$ cat config.mk
export PLATFORM = sky130hd
export DESIGN_NAME = fpu_sequencer_flat
export DESIGN_NICKNAME = d
export VERILOG_FILES = /design/src/rtl/fpu_sequencer_if.sv /design/src/rtl/fpu_sequencer.sv /design/src/flat_wrapper.sv
export SDC_FILE = /design/constraint.sdc
export NUM_CORES = 1
export LEC_CHECK = 0
export CAP_MARGIN = 20
export CORE_MARGIN = 2
export CORE_UTILIZATION = 25
export CTS_BUF_LIST = sky130_fd_sc_hd__clkbuf_4 sky130_fd_sc_hd__clkbuf_8 sky130_fd_sc_hd__clkbuf_16
export CTS_CLUSTER_DIAMETER = 30
export DETAILED_ROUTE_END_ITERATION = 8
export PLACE_DENSITY = 0.58
export REMOVE_ABC_BUFFERS = 1
export SYNTH_ARGS = -nofsm -noshare
export SYNTH_HDL_FRONTEND = slang
export SYNTH_SLANG_ARGS = --single-unit
$ cat constraint.sdc
create_clock -name clk -period 1.6 [get_ports clk]
set_clock_uncertainty 0.05 [all_clocks]
set_input_delay 0.32 -clock clk [delete_from_list [all_inputs] [get_ports clk]]
set_output_delay 0.32 -clock clk [all_outputs]
set_load 0.03 [all_outputs]
$ cat src/rtl/fpu_sequencer_if.sv
// rtl/fpu_sequencer_if.sv - request/control bundle between the main FSM and the FPU sequencer
interface fpu_sequencer_if;
   logic       FPUStart;
   logic [1:0] FPUOp;
   logic       Special;
   logic       Flush;
   logic       Busy;
   logic       UnpackEn;
   logic       AlignEn;
   logic       ExecEn;
   logic       NormEn;
   logic       RoundEn;
   logic       DivInit;
   logic [4:0] IterCnt;
   logic [1:0] OpQ;
   logic       ResSel;
   logic       FPUW;
   logic       Done;

   modport master (
      output FPUStart, FPUOp, Special, Flush,
      input  Busy, UnpackEn, AlignEn, ExecEn, NormEn, RoundEn,
      input  DivInit, IterCnt, OpQ, ResSel, FPUW, Done
   );

   modport slave (
      input  FPUStart, FPUOp, Special, Flush,
      output Busy, UnpackEn, AlignEn, ExecEn, NormEn, RoundEn,
      output DivInit, IterCnt, OpQ, ResSel, FPUW, Done
   );
endinterface

$ cat src/rtl/fpu_sequencer.sv
// rtl/fpu_sequencer.sv - control FSM stepping one FP op through unpack/align/exec/norm/round/writeback
module fpu_sequencer #(
   parameter int DIV_ITERS = 24
) (
   input  logic             clk,
   input  logic             reset,
   fpu_sequencer_if.slave   bus
);
   typedef enum logic [2:0] {
      S_IDLE   = 3'd0,
      S_UNPACK = 3'd1,
      S_ALIGN  = 3'd2,
      S_EXEC   = 3'd3,
      S_NORM   = 3'd4,
      S_ROUND  = 3'd5,
      S_WB     = 3'd6
   } state_t;

   localparam logic [4:0] LAST_ITER = 5'(DIV_ITERS - 1);

   state_t     r_state;
   state_t     w_next;
   logic [4:0] r_iter_cnt;
   logic [4:0] w_iter_next;
   logic [1:0] r_op_q;
   logic       r_res_sel;
   logic       w_accept;
   logic       w_is_div;

   assign w_accept    = (r_state == S_IDLE) && bus.FPUStart && !bus.Flush;
   assign w_is_div    = (r_op_q == 2'b11);
   assign bus.IterCnt = r_iter_cnt;
   assign bus.OpQ     = r_op_q;
   assign bus.ResSel  = r_res_sel;

   always_comb begin
      w_next       = S_IDLE;
      w_iter_next  = 5'd0;
      bus.Busy     = 1'b0;
      bus.UnpackEn = 1'b0;
      bus.AlignEn  = 1'b0;
      bus.ExecEn   = 1'b0;
      bus.NormEn   = 1'b0;
      bus.RoundEn  = 1'b0;
      bus.DivInit  = 1'b0;
      bus.FPUW     = 1'b0;
      bus.Done     = 1'b0;
      case (r_state)
         S_IDLE: begin
            w_next = w_accept ? S_UNPACK : S_IDLE;
         end
         S_UNPACK: begin
            bus.Busy     = 1'b1;
            bus.UnpackEn = 1'b1;
            if (bus.Special)    w_next = S_WB;
            else if (r_op_q[1]) w_next = S_EXEC;
            else                w_next = S_ALIGN;
         end
         S_ALIGN: begin
            bus.Busy    = 1'b1;
            bus.AlignEn = 1'b1;
            w_next      = S_EXEC;
         end
         S_EXEC: begin
            bus.Busy   = 1'b1;
            bus.ExecEn = 1'b1;
            w_next     = S_NORM;
            // Divide loops here; the counter doubles as the iteration index for the datapath.
            if (w_is_div) begin
               bus.DivInit = (r_iter_cnt == 5'd0);
               if (r_iter_cnt != LAST_ITER) begin
                  w_next      = S_EXEC;
                  w_iter_next = r_iter_cnt + 5'd1;
               end
            end
         end
         S_NORM: begin
            bus.Busy   = 1'b1;
            bus.NormEn = 1'b1;
            w_next     = S_ROUND;
         end
         S_ROUND: begin
            bus.Busy    = 1'b1;
            bus.RoundEn = 1'b1;
            w_next      = S_WB;
         end
         S_WB: begin
            bus.Busy = 1'b1;
            bus.FPUW = !bus.Flush;
            bus.Done = !bus.Flush;
            w_next   = S_IDLE;
         end
         default: begin
            w_next = S_IDLE;
         end
      endcase
      if (bus.Flush && (r_state != S_IDLE)) begin
         w_next      = S_IDLE;
         w_iter_next = 5'd0;
      end
   end

   always_ff @(posedge clk or posedge reset) begin
      if (reset) begin
         r_state    <= S_IDLE;
         r_iter_cnt <= 5'd0;
         r_op_q     <= 2'b00;
         r_res_sel  <= 1'b0;
      end else begin
         r_state    <= w_next;
         r_iter_cnt <= w_iter_next;
         if (w_accept) begin
            r_op_q    <= bus.FPUOp;
            r_res_sel <= 1'b0;
         end else if ((r_state == S_UNPACK) && bus.Special && !bus.Flush) begin
            r_res_sel <= 1'b1;
         end
      end
   end
endmodule

$ cat src/flat_wrapper.sv
// flat-port wrapper written by rule: the top's interface ports become plain ports
module fpu_sequencer_flat 
#(
   parameter int DIV_ITERS = 24
)
  (clk, reset, bus_FPUStart, bus_FPUOp, bus_Special, bus_Flush, bus_Busy, bus_UnpackEn, bus_AlignEn, bus_ExecEn, bus_NormEn, bus_RoundEn, bus_DivInit, bus_IterCnt, bus_OpQ, bus_ResSel, bus_FPUW, bus_Done);
  fpu_sequencer_if bus_i ();
  input  logic clk;
  input  logic reset;
  input wire logic [$bits(bus_i.FPUStart)-1:0] bus_FPUStart;
  input wire logic [$bits(bus_i.FPUOp)-1:0] bus_FPUOp;
  input wire logic [$bits(bus_i.Special)-1:0] bus_Special;
  input wire logic [$bits(bus_i.Flush)-1:0] bus_Flush;
  output wire logic [$bits(bus_i.Busy)-1:0] bus_Busy;
  output wire logic [$bits(bus_i.UnpackEn)-1:0] bus_UnpackEn;
  output wire logic [$bits(bus_i.AlignEn)-1:0] bus_AlignEn;
  output wire logic [$bits(bus_i.ExecEn)-1:0] bus_ExecEn;
  output wire logic [$bits(bus_i.NormEn)-1:0] bus_NormEn;
  output wire logic [$bits(bus_i.RoundEn)-1:0] bus_RoundEn;
  output wire logic [$bits(bus_i.DivInit)-1:0] bus_DivInit;
  output wire logic [$bits(bus_i.IterCnt)-1:0] bus_IterCnt;
  output wire logic [$bits(bus_i.OpQ)-1:0] bus_OpQ;
  output wire logic [$bits(bus_i.ResSel)-1:0] bus_ResSel;
  output wire logic [$bits(bus_i.FPUW)-1:0] bus_FPUW;
  output wire logic [$bits(bus_i.Done)-1:0] bus_Done;
  assign bus_i.FPUStart = bus_FPUStart;
  assign bus_i.FPUOp = bus_FPUOp;
  assign bus_i.Special = bus_Special;
  assign bus_i.Flush = bus_Flush;
  assign bus_Busy = bus_i.Busy;
  assign bus_UnpackEn = bus_i.UnpackEn;
  assign bus_AlignEn = bus_i.AlignEn;
  assign bus_ExecEn = bus_i.ExecEn;
  assign bus_NormEn = bus_i.NormEn;
  assign bus_RoundEn = bus_i.RoundEn;
  assign bus_DivInit = bus_i.DivInit;
  assign bus_IterCnt = bus_i.IterCnt;
  assign bus_OpQ = bus_i.OpQ;
  assign bus_ResSel = bus_i.ResSel;
  assign bus_FPUW = bus_i.FPUW;
  assign bus_Done = bus_i.Done;
  fpu_sequencer #(.DIV_ITERS(DIV_ITERS)) u_core (.clk(clk), .reset(reset), .bus(bus_i));
endmodule
==> results of run 1 <==
## placed cells by master (no fill, tap or decap), drive strengths merged, types with 3 or more instances in the layout
cell type      instances
nor3                   3
dfrtp                 11
nand2                  7
clkdlybuf4s50          5
buf                   32
inv                    4
clkbuf                 4
a21oi                  5
nor2                   5
dlygate4sd2            8
## worst min path at each step
| stage | endpoint | slack, ns | cells after the start |
|---|---|---|---|
| after global routing | u_core.bus.OpQ[0]$_DFFE_PP0N_ | 0.33 | 2 |
| after CTS | u_core.bus.OpQ[1]$_DFFE_PP0N_ | 0.29 | 2 |
| after floorplan | u_core.bus.IterCnt[0]$_DFF_PP0_ | 0.12 | 1 |
| after detailed placement | u_core.bus.ResSel$_DFFE_PP0P_ | 0.51 | 2 |
| final | u_core.bus.OpQ[1]$_DFFE_PP0N_ | 0.27 | 2 |
| after global placement | u_core.bus.IterCnt[0]$_DFF_PP0_ | 0.49 | 2 |
## kinds of logic (layout without fill, tap and decap cells)
group	Yosys count	in the layout
adder cells (fa/ha/maj)	2	2
XOR/XNOR	1	1
multiplexers	3	3
AO/OA/AOI/OAI	13	13
AND/OR/NAND/NOR	31	31
flip-flops	11	11
buffers and inverters	7	54
## layout make-up
cell class                      instances  area share, %
Sequential cell                        11           23.5
Clock buffer                            4           2.53
Multi-Input combinational cell         50           34.7
Timing Repair Buffer                   46           34.7
Inverter                                4           1.27
Tap cell                               30           3.17
## worst reg2reg max path, delay by kind of cell (launching register included)
kind	cells	cell delay, ns
buf+inv	1	0.17
flops	1	0.48
simple gates	2	0.38
mux	1	0.29
## power by group through the flow
stage               clock (W)  combinational, W  sequential (W)
finish               0.000215           0.00105        0.000426
global route         0.000235           0.00112        0.000438
CTS                  0.000218          0.000935        0.000422
detailed placement          0          0.000759        0.000421
global placement            0          0.000754        0.000420
floorplan                   0          0.000322        0.000514
## metrics by stage
step | cell area, um^2 | worst slack, ns
after floorplan | 628 | -1.29
after global placement | 978 | -0.151
after detailed placement | 978 | -0.172
after CTS | 1120 | -0.465
after global routing | 1180 | -0.544
final | 1180 | -0.475
## synthesized netlist by cell type (all sizes together), types with 2 or more instances
| cell type | count |
|---|---|
| nand3 | 2 |
| buf | 3 |
| a31oi | 2 |
| mux2 | 2 |
| nand4b | 2 |
| dfrtp | 11 |
| inv | 4 |
| nand2 | 7 |
| and2 | 2 |
| nor2 | 5 |
| nor3 | 3 |
| a21oi | 5 |
| ha | 2 |
## metal layers
metal / GRT usage (%) / vias up / share of wire, %
li1: - / 348 / -
met1: 17.5 / 322 / 44
met2: 24.2 / 20 / 51
met3: 4.10 / 3 / 4.1
met4: 5.00 / 0 / 1.3
met5: 0 / - / 0
## flip-flops by register name, summed over array words and instances, names as in the netlist
register            count
u_core.bus.IterCnt      5
u_core.r_state          3
u_core.bus.OpQ          2
u_core.bus.ResSel       1
## repair_timing
action                                  4_1_cts  5_1_grt
resized for setup                            29       11
hold endpoints to repair                      0        0
endpoints found under the setup margin       17       12
pin swaps                                     4        5
buffers inserted                              6        3
==> impl_metrics.csv, run 1 <==
group,metric,value,unit
timing,fin_ws,-0.475,ns
placed_design,gp_congestion,0.731,
power_and_ir_drop,leakage,0.554,nW
cts,h-tree-depth,1,
timing,final_hold_viol_count,0,
power_and_ir_drop,pwr-share-comb,62.1,%
yosys,ys_ff_latch,11,
floorplan,core-area,0.00245,mm^2
placed_design,dp.cells,132,
final_layout,drive_gt1_share,47.8,%
outcome,status,"finished with violations",
setup_path,cp_top_family,"simple AND/OR/NAND/NOR gates",
detailed_routing,drtPass1Iterations,4,
floorplan,pin_count,24,
floorplan,die_area,0.00301,mm^2
detailed_routing,detail_route.iter0.violations,7,
setup_path,crit_end,"bus_DivInit",
setup_path,rr_worst_depth,4,
yosys,synth_area_leaders,"dfrtp_1 (43%), nand2_1 (4.1%), a21oi_1 (3.9%)",
setup_path,reg2reg_slack,0.10,ns
yosys,synth-edff-count,0,
yosys,ys.flop_type,"dfrtp_1",
timing,drv_slew,0,
yosys,synth_top_family_by_area,"simple AND/OR/NAND/NOR gates",
final_layout,antenna_cells,0,
floorplan,die_h,54.8,um
placed_design,post-dp-hpwl,1.25,mm
final_layout,area_growth,83.5,%
timing,fin_setup_tns,-0.586,ns
cts,cts_buffer_depth,2,
floorplan,std_cell_rows,18,
floorplan,fp.dieW,54.8,um
final_layout,fin_cells,145,
cts,cts_tree,"done",
yosys,muxShareOfSynthArea,5.04,%
timing,setup_viol,5,
setup_path,crit_cells,5,
detailed_routing,wl_per_cell,12.4,um
yosys,synth_adder_area_share,3.88,%
grt,antenna_found_initial,0,
setup_path,cp_cell_sequence,"inv_1 > ha_1 > or4b_4 > nor4_4 > buf_4",
detailed_routing,route.detailed.drc,0,
timing,max-slew-margin-rel,72.1,%
power_and_ir_drop,seqPwrFrac,25.2,%
flow_run,cap_violations,0,
yosys,synthXorXnorAreaFrac,1.36,%
power_and_ir_drop,p_switching,0.000706,W
power_and_ir_drop,internal_power,0.000983,W
yosys,ys_warn_count,0,
detailed_routing,detailroute.via_count,693,
yosys,synth-async-reset-ratio,100,%
grt,grtUsageTotal,14.4,%
grt,grt_overflow,0,
detailed_routing,postRouteAntennaNets,0,
cts,cts-root-buf,"clkbuf_4",
setup_path,arrival,1.71,ns
detailed_routing,wirelength,1.80,mm
setup_path,end_kind,"output port",
cts,cts_sinks,11,
setup_path,cp_data_required_time,1.23,ns
final_layout,nFillCells,233,
yosys,ys_seq_area_share,42.6,%
grt,grt_max_degree,12,
setup_path,cp-start-kind,"flop",
yosys,synth_area,646,um^2
power_and_ir_drop,p_per_area,1430,mW/mm^2
setup_path,path_max_fanout,2,
setup_path,r2r-start,"u_core.r_state[2]$_DFF_PP0_",
grt,grt_pass1_wl,3.01,mm
final_layout,nNetsFinal,125,
yosys,synth_compound_area_share,13.0,%
cts,clkTransAtPathRegs,0.08,ns
placed_design,port_buffers,23,
timing,rsz0062_at_grt,"yes",
floorplan,initial_utilization,26.3,%
power_and_ir_drop,ir_worst_vdd,0.944,mV
final_layout,multi_input_area,412,um^2
setup_path,critPathBufInv,2,
worst_hold_path,holdCritPathClass,"primary input to async pin",
final_layout,final_core_util,48.3,%
timing,fin_crit,2.08,ns
yosys,synthSimpleGateAreaFrac,29.1,%
yosys,yosysTopAreaCell,"dfrtp_1",
timing,worst_slew_pin_slew,0.418,ns
grt,grt_pass1_vias,683,
power_and_ir_drop,p_clk_share,12.7,%
yosys,synth.avg_cell_area,9.49,um^2
setup_path,max_stage_delay,0.47,ns
final_layout,register_area,279,um^2
setup_path,timing.rr.end,"u_core.bus.OpQ[0]$_DFFE_PP0N_",
cts,clk_latency,0.28,ns
cts,ctsHoldBuffers,0,
yosys,yosysTopAreaCellShare,42.6,%
timing,fin_crit_sh,130,%
cts,cts_buffers,3,
yosys,synth_cells,68,
yosys,synth_cell_types,33,
power_and_ir_drop,swShare,41.8,%
timing,max_freq,0.482,GHz
outcome,violations,"negative setup slack",
setup_path,path_class,"flop to output port",
setup_path,crit_path_start,"u_core.bus.IterCnt[1]$_DFF_PP0_",
detailed_routing,vias_per_cell,4.78,
timing,whs,0.269,ns
power_and_ir_drop,power.total,0.00169,W
setup_path,cp_slowest_cell,"or4b_4",
Note: power is estimated with default switching activity, not from simulation.
==> inputs of run 2 (changes only) <==
CTS_CLUSTER_SIZE = 28   (was unset)
SKIP_LAST_GASP = 1   (was unset)
==> run 2 against run 1 <==
The run still ends with negative setup slack left. Design area shrank 0.74%. Via count shrank 2.0%. Non-clock buffer count is the same. Count of clock-buffer cells in the layout is the same. Utilization shrank 0.36 points. Critical path type unchanged. Largest power group unchanged.
==> impl_metrics.csv, run 2 (synthesized netlist as in run 1, its figures left out) <==
group,metric,value,unit
outcome,status,"finished with violations",
outcome,violations,"negative setup slack",
setup_path,cp_data_required_time,1.23,ns
detailed_routing,wirelength,1.78,mm
grt,antenna_found_initial,0,
floorplan,pin_count,24,
timing,setup_viol,8,
power_and_ir_drop,p_switching,0.000697,W
power_and_ir_drop,ir_worst_vdd,0.937,mV
detailed_routing,route.detailed.drc,0,
detailed_routing,wl_per_cell,12.2,um
placed_design,port_buffers,23,
cts,ctsHoldBuffers,0,
setup_path,cp_slowest_cell,"or4b_1",
power_and_ir_drop,swShare,41.5,%
setup_path,path_max_fanout,2,
detailed_routing,detailroute.via_count,679,
detailed_routing,postRouteAntennaNets,0,
power_and_ir_drop,power.total,0.00168,W
final_layout,nNetsFinal,125,
final_layout,antenna_cells,0,
setup_path,cp_cell_sequence,"inv_1 > ha_1 > or4b_1 > nor4_2 > buf_4",
setup_path,path_class,"flop to output port",
timing,final_hold_viol_count,0,
timing,drv_slew,0,
timing,rsz0062_at_grt,"yes",
timing,worst_slew_pin_slew,0.418,ns
final_layout,final_cell_mix,"buf_4 (20), buf_6 (12), dlygate4sd2_1 (8), dfrtp_1 (8), nand2_1 (7)",
power_and_ir_drop,internal_power,0.000981,W
timing,fin_crit_sh,127,%
floorplan,core-area,0.00245,mm^2
timing,fin_crit,2.04,ns
floorplan,std_cell_rows,18,
timing,fin_ws,-0.439,ns
detailed_routing,drtPass1Iterations,4,
floorplan,die_area,0.00301,mm^2
grt,grt_pass1_vias,680,
grt,grt_pass1_wl,2.97,mm
placed_design,post-dp-hpwl,1.25,mm
setup_path,end_kind,"output port",
timing,fin_setup_tns,-0.546,ns
power_and_ir_drop,pwr-share-comb,61.5,%
grt,grt_max_degree,12,
cts,cts_buffer_depth,2,
timing,max-slew-margin-rel,72.1,%
cts,cts_sinks,11,
cts,cts_tree,"done",
cts,cts_buffers,3,
cts,h-tree-depth,1,
final_layout,area_growth,82.2,%
final_layout,drive_gt1_share,47.0,%
floorplan,initial_utilization,26.3,%
cts,clkTransAtPathRegs,0.08,ns
flow_run,cap_violations,0,
power_and_ir_drop,p_clk_share,12.8,%
power_and_ir_drop,leakage,0.555,nW
final_layout,layout_commonest_cell,"buf_4",
detailed_routing,vias_per_cell,4.68,
grt,grt_overflow,0,
worst_hold_path,holdCritPathClass,"primary input to async pin",
placed_design,gp_congestion,0.731,
setup_path,rr_worst_depth,4,
setup_path,max_stage_delay,0.45,ns
cts,cts-root-buf,"clkbuf_4",
grt,grtUsageTotal,14.3,%
power_and_ir_drop,p_per_area,1430,mW/mm^2
final_layout,final_area,0.00118,mm^2
cts,clk_latency,0.28,ns
setup_path,arrival,1.67,ns
timing,max_freq,0.490,GHz
power_and_ir_drop,seqPwrFrac,25.6,%
floorplan,fp.dieW,54.8,um
placed_design,placed_cell_area,978,um^2
final_layout,largest_reg_flops,5,
detailed_routing,detail_route.iter0.violations,6,
floorplan,die_h,54.8,um
setup_path,cp-start-kind,"flop",
## run 2: cell counts in the layout (fill, tap and decap cells not counted)
Identical to the previous run, type by type.
## run 2: stage by stage
stage / std cells / util, % / worst slack [ns] / hold slack, ns
5_1_grt: 145 / 47.9 / -0.526 / 0.326
3_3_place_gp: 132 / 39.9 / -0.151 / 0.492
6_report: 145 / 47.9 / -0.439 / 0.269
2_1_floorplan: 65 / - / -1.29 / 0.122
3_5_place_dp: 132 / 39.9 / -0.172 / 0.514
4_1_cts: 142 / 44.8 / -0.486 / 0.288
## run 2: power by group through the flow
stage	clock network [W]	logic, W	registers [W]
CTS	0.000218	0.000920	0.000417
floorplan	0	0.000322	0.000514
global placement	0	0.000754	0.000420
finish	0.000215	0.00103	0.000430
global route	0.000235	0.00110	0.000443
detailed placement	0	0.000759	0.000421
## run 2: layout make-up
| cell class | instances | area (um^2) |
|---|---|---|
| inverter | 4 | 15.0 |
| multi-input combinational | 50 | 399 |
| tap | 30 | 37.5 |
| timing repair buffer | 46 | 415 |
| fill | 238 | 1280 |
| clock buffer | 4 | 30.0 |
| sequential | 11 | 279 |
## run 2: final timing paths
path,start,end,slack [ns]
setup / recovery,u_core.bus.IterCnt[1]$_DFF_PP0_,bus_DivInit,-0.44
hold / removal,reset,u_core.bus.OpQ[1]$_DFFE_PP0N_,0.27
setup reg to reg,u_core.r_state[2]$_DFF_PP0_,u_core.bus.OpQ[0]$_DFFE_PP0N_,0.11
hold reg to reg,u_core.bus.IterCnt[0]$_DFF_PP0_,u_core.bus.IterCnt[0]$_DFF_PP0_,0.51
max in group asynchronous,reset,u_core.r_state[0]$_DFF_PP0_,0.92
min in group clk,u_core.bus.IterCnt[0]$_DFF_PP0_,u_core.bus.IterCnt[0]$_DFF_PP0_,0.51
## run 2: repair_timing
| action | 4_1_cts | 5_1_grt |
|---|---|---|
| resized for setup | 26 | 13 |
| setup buffers | 6 | 3 |
| gates cloned | 0 | 0 |
| endpoints found under the setup margin | 17 | 12 |
| pin swaps | 3 | 5 |
## run 2: worst max-delay path: cells and delay by family, from the launching register on
family,cells,cell delay [ns]
AND/OR/NAND/NOR,2,0.60
flip-flops,1,0.39
buffers and inverters,2,0.26
adder cells (fa/ha/maj),1,0.13
## run 2: metal layers
| metal | wire length [um] | share of wire [%] | track usage (%) |
|---|---|---|---|
| met5 | 0 | 0 | 0 |
| met4 | 24 | 1.4 | 5.00 |
| met3 | 101 | 5.7 | 4.10 |
| met2 | 888 | 50 | 24.0 |
| met1 | 763 | 43 | 17.2 |
